==> src/rtl/sev_seg_scan_controller.sv <==
// Four-digit multiplexed seven-segment scanner: each digit slot is a blanking gap then a show phase.
// Optional anode PWM dimming is enabled by defining SEV_SEG_SCAN_BRIGHTNESS_EN.
module sev_seg_scan_controller #(
  parameter int DIGIT_PERIOD = 50000,
  parameter int BLANK_CYCLES = 500
) (
  input  logic       clk,
  input  logic       rst,
  input  logic       en,
  input  logic [6:0] digit_0,
  input  logic [6:0] digit_1,
  input  logic [6:0] digit_2,
  input  logic [6:0] digit_3,
  input  logic [3:0] dots,
`ifdef SEV_SEG_SCAN_BRIGHTNESS_EN
  input  logic [3:0] brightness,
`endif
  output logic [3:0] an_n,
  output logic [6:0] seg_n,
  output logic       dp_n,
  output logic       frame_tick,
  output logic [1:0] dbg_state_o
);

  localparam int CNT_W = (DIGIT_PERIOD > 1) ? $clog2(DIGIT_PERIOD) : 1;
  localparam logic [CNT_W-1:0] BLANK_LAST = CNT_W'(BLANK_CYCLES - 1);
  localparam logic [CNT_W-1:0] SHOW_LAST  = CNT_W'(DIGIT_PERIOD - BLANK_CYCLES - 1);

  localparam logic [1:0] IDLE  = 2'd0;
  localparam logic [1:0] BLANK = 2'd1;
  localparam logic [1:0] SHOW  = 2'd2;

  logic [1:0]       state_q, state_d;
  logic [1:0]       idx_q, idx_d;
  logic [CNT_W-1:0] cnt_q, cnt_d;
  logic [6:0]       pat_q, pat_d;
  logic             dot_q, dot_d;
  logic [3:0]       an_n_q, an_n_d;
  logic [6:0]       seg_n_q, seg_n_d;
  logic             dp_n_q, dp_n_d;
  logic             tick_q, tick_d;
  logic [6:0]       sel_pat;

  always_comb begin
    case (idx_q)
      2'd0:    sel_pat = digit_0;
      2'd1:    sel_pat = digit_1;
      2'd2:    sel_pat = digit_2;
      default: sel_pat = digit_3;
    endcase
  end

  // Pattern and dot are captured once per slot so mid-slot input changes never tear the display.
  always_comb begin
    state_d = state_q;
    idx_d   = idx_q;
    cnt_d   = cnt_q;
    pat_d   = pat_q;
    dot_d   = dot_q;
    tick_d  = 1'b0;
    case (state_q)
      IDLE: begin
        if (en) begin
          state_d = BLANK;
          idx_d   = 2'd0;
          cnt_d   = '0;
        end
      end
      BLANK: begin
        if (!en) begin
          state_d = IDLE;
          idx_d   = 2'd0;
          cnt_d   = '0;
        end else if (cnt_q == BLANK_LAST) begin
          state_d = SHOW;
          cnt_d   = '0;
          pat_d   = sel_pat;
          dot_d   = dots[idx_q];
        end else begin
          cnt_d = cnt_q + 1'b1;
        end
      end
      SHOW: begin
        if (!en) begin
          state_d = IDLE;
          idx_d   = 2'd0;
          cnt_d   = '0;
        end else if (cnt_q == SHOW_LAST) begin
          state_d = BLANK;
          cnt_d   = '0;
          idx_d   = idx_q + 2'd1;
          tick_d  = (idx_q == 2'd3);
        end else begin
          cnt_d = cnt_q + 1'b1;
        end
      end
      default: begin
        state_d = IDLE;
        idx_d   = 2'd0;
        cnt_d   = '0;
      end
    endcase
  end

  // Outputs are computed from the next state and registered, so they line up with state_q.
`ifdef SEV_SEG_SCAN_BRIGHTNESS_EN
  logic [31:0] cnt_ext;
  logic        pwm_on;
  always_comb begin
    cnt_ext = 32'(cnt_d);
    pwm_on  = ((cnt_ext & 32'hF) <= {28'd0, brightness});
  end
`else
  logic pwm_on;
  assign pwm_on = 1'b1;
`endif

  always_comb begin
    an_n_d  = 4'hF;
    seg_n_d = 7'h7F;
    dp_n_d  = 1'b1;
    if (state_d == SHOW) begin
      if (pwm_on) an_n_d[idx_d] = 1'b0;
      seg_n_d = ~pat_d;
      dp_n_d  = ~dot_d;
    end
  end

  always_ff @(posedge clk) begin
    if (!rst) begin
      state_q <= IDLE;
      idx_q   <= 2'd0;
      cnt_q   <= '0;
      pat_q   <= 7'h00;
      dot_q   <= 1'b0;
      an_n_q  <= 4'hF;
      seg_n_q <= 7'h7F;
      dp_n_q  <= 1'b1;
      tick_q  <= 1'b0;
    end else begin
      state_q <= state_d;
      idx_q   <= idx_d;
      cnt_q   <= cnt_d;
      pat_q   <= pat_d;
      dot_q   <= dot_d;
      an_n_q  <= an_n_d;
      seg_n_q <= seg_n_d;
      dp_n_q  <= dp_n_d;
      tick_q  <= tick_d;
    end
  end

  assign an_n        = an_n_q;
  assign seg_n       = seg_n_q;
  assign dp_n        = dp_n_q;
  assign frame_tick  = tick_q;
  assign dbg_state_o = state_q;

endmodule
==> config.mk <==
export PLATFORM = sky130hd
export DESIGN_NAME = sev_seg_scan_controller
export DESIGN_NICKNAME = d
export VERILOG_FILES = /design/src/rtl/sev_seg_scan_controller.sv
export SDC_FILE = /design/constraint.sdc
export NUM_CORES = 1
export LEC_CHECK = 0
export ABC_AREA = 1
export CAP_MARGIN = 40
export CORE_MARGIN = 2
export CORE_UTILIZATION = 50
export DETAILED_ROUTE_END_ITERATION = 8
export PLACE_DENSITY = 0.79
export SLEW_MARGIN = 40
export SYNTH_ARGS = -nofsm -noshare
export SYNTH_HDL_FRONTEND = slang
export SYNTH_SLANG_ARGS = --single-unit
==> constraint.sdc <==
create_clock -name clk -period 2 [get_ports clk]
set_input_delay 0.2 -clock clk [delete_from_list [all_inputs] [get_ports clk]]
set_output_delay 0.2 -clock clk [all_outputs]
set_load 0.01 [all_outputs]
==> summary.md <==
| Metric | Value |
|---|---|
| Worst slew pin tran | 0.453 ns |
| CP dominant cell by count | nand2_1 |
| Hold_ws | 0.490 ns |
| R2R Setup Slk | 0.23 ns |
| Crit-path cells | ha_1, nand2_1, inv_1, nand2_1, nor2_1, nand2_1, nand3_1, nand2_1, nand3_2, nor2_4, nand3_1 |
| Most frequent cells in the layout | nand2_1 (89), clkdlybuf4s50_1 (49), dfxtp_1 (41) |
| Root Buffer Master | clkbuf_8 |
| Initial Utilization | 51.6% |
| Routability Congestion | 0.917 |
| Placed insts | 431 |
| Global-route wire length before repair | 9710 µm |
| Initial DRC count | 127 |
| Core area | 0.00432 mm² |
| Reg2reg end | an_n[0] |
| Max Slew Vio Count | 0 |
| Setup_tns | 0 ns |
| CTS tree | done |
| Slowest stage cell on the critical path | dfxtp_1 |
| Buf/Inv on CP | 1 |
| Reg2reg start | cnt_q[0] |
| Worst hold start | cnt_q[0] |
| Post-CTS setup buffer count | 0 |
| Synth Warn # | 0 |
| DR top layer | met4 |
| Share of post-route cells with drive strength above 1 | 7.49% |
| # nets final | 430 |
| Die X | 70.8 µm |
| DRC violations left | 0 |
| Initial antenna violation count | 0 |
| Skew-Pair Late Insertion Delay | 0.29 ns |
| Drt first pass iters | 6 |
| Worst EP arrival | 1.94 ns |
| Top post-synthesis cells by area | dfxtp_1 (37%), nand2_1 (15%), nor2_1 (6.7%) |
| Synth top area share | 36.8% |
| DIE AREA | 0.00501 mm² |
| Fmax | 564 MHz |
| Worst Path Max Fanout | 12 |
| DRT antenna net count | 0 |
| Setup Skew | 0.00253 ns |
| Hold depth | 2 |
| Final Hold Fails | 0 |
| Wire per inst | 12.9 µm |
| Via density | 5.16 |
| Filler cells | 402 |
| Clock slew at reported path FFs | 0.08 ns |
| Startpoint Class | flip-flop |
| Largest net degree at the start of global routing | 20 |
| MaxCap Viol Count | 0 |
| Layout area overhead | 31.7% |
| Clock buffer depth | 2 |
| Max incr delay on CP | 0.33 ns |
| Multi-input logic area | 0.00121 mm² |
| Overflow after GRT | 0 |
| VDD IR-drop max | 0.335 mV |
| Post-synth net total | 374 |
| Kind of critical path | reg2reg |
| Yosys top cell by area | dfxtp_1 |
| Via count | 2264 |
| Antenna fix cells | 0 |
| Sequential cell area | 821 µm² |
| Synthesized netlist cell count | 330 |
| Non-Filler Instances | 439 |
| Finished Core Util | 67.9% |
| # port buffers | 49 |
| Tot GR Track Use | 23.9% |
| Critical path's top delay family | simple AND/OR/NAND/NOR gates |
| Final setup fails | 0 |
| Routed wl met2 | 2570 µm |
| Die Span Y | 70.8 µm |
| CTS buffer count | 5 |
| Cell Area, Synth | 0.00223 mm² |
| Register area share after synthesis | 36.8% |
| Met1 wire length | 2610 µm |
| # resized after CTS | 0 |
| Number of synthesized register bits | 41 |
| CTS Sinks | 41 |
| # IOs | 50 |
| RSZ-0062 raised after global routing | no |
| Vias in the first global route | 2125 |
| R2R cell count | 11 |
| Cts hold-fix bufs | 0 |
| Post-DP HPWL | 4190 µm |
| Status | complete, no violations |
| Setup WS post-layout | 0.228 ns |
| Max-slew headroom | 69.8% |
| Syn Area/Cell | 6.76 µm² |
| Worst setup EP type | flip-flop |
| Routed Wire Length | 5640 µm |
| Yosys cell types | 31 |
| Pre-CTS setup slack | 0.185 ns |
| Met3 wire len | 343 µm |
| Post-route minimum period | 1.77 ns |
| Hold/Removal Path Class | reg2reg |
| Commonest non-fill, non-tap cell in the layout | nand2_1 |
| Leak Pwr | 1.19 nW |
| Hold EP | cnt_q[0] |
| Crit share post-route | 88.6% |
| H-tree Lvls | 2 |
| Number of core rows | 24 |
| Critical Path RT | 2.16 ns |
| Power Density | 571 mW/mm² |
## cell usage after synthesis
master and instances:
nand3_2 1, nand3b_1 1, nand3_1 24, and3_1 1, buf_2 3, or2_1 1, nand2_1 89, o21a_1 1
ha_1 9, nor2_2 3, xor2_1 1, o22ai_1 7, inv_2 3, o21ai_0 13, clkinv_1 1, o21bai_1 3
inv_1 38, dfxtp_1 41, nor2_4 2, nor2_1 40, clkbuf_1 4, a21oi_1 16, o21ai_1 2, nand3_4 1
o221ai_1 1, a22o_1 7, nand2_2 3, buf_6 1, o31ai_1 1, nor3_1 4, nand4_1 8
## power breakdown
part	switching (mW)	leakage (nW)	internal [mW]
logic	0.0754	0.805	0.0937
clock network	0.278	0.0585	0.407
registers	0.00351	0.331	0.818
## final cells by class
| type | count | share of cell area, % |
|---|---|---|
| Inverter | 42 | 5.37 |
| Timing Repair Buffer | 57 | 19.2 |
| Sequential cell | 41 | 28.0 |
| Clock inverter | 1 | 1.02 |
| Tap cell | 52 | 2.22 |
| Multi-Input combinational cell | 239 | 41.3 |
| Clock buffer | 7 | 2.94 |
## worst min-delay path, cell delays in order, from the launching register on
cell and delay, ns:
dfxtp_1 0.33, inv_1 0.07, a21oi_1 0.06
## how the worst max path moves through the flow
stage                   start  endpoint  slack, ns  cells past startpoint
6_report             cnt_q[0]   an_n[0]       0.23                     11
3_3_place_gp               en   an_n[3]       0.24                      7
5_1_grt              cnt_q[1]   an_n[3]       0.01                     10
2_1_floorplan  dbg_state_o[0]      dp_n       0.40                     10
3_5_place_dp               en   an_n[0]       0.18                      8
4_1_cts              cnt_q[0]   an_n[0]       0.22                     11
## flip-flops by register name, indices dropped and copies added, names as in the netlist
signal and flops:
an_n 4, cnt_q 16, dbg_state_o 2, dot_q 1, dp_n 1, frame_tick 1, idx_q 2, pat_q 7
seg_n 7
## metal layers
metal	vias up	global-route usage, %
met2	73	37.0
li1	1179	-
met3	13	4.70
met1	999	32.9
met5	-	0
met4	0	9.64
## cell families after synthesis
logic type | synth area share (%)
xor+xnor | 0.393
simple gates | 35.1
compound gates | 13.7
buf+inv | 8.92
fa+ha+maj | 5.05
flops | 36.8
## through the flow
| step | cell area (µm²) | total power, mW |
|---|---|---|
| global route | 2940 | 1.73 |
| global placement | 2820 | 1.01 |
| detailed placement | 2820 | 1.01 |
| floorplan | 2230 | 0.904 |
| CTS | 2930 | 1.68 |
| finish | 2940 | 1.68 |
No activity file was read; power rests on OpenSTA's default activity.
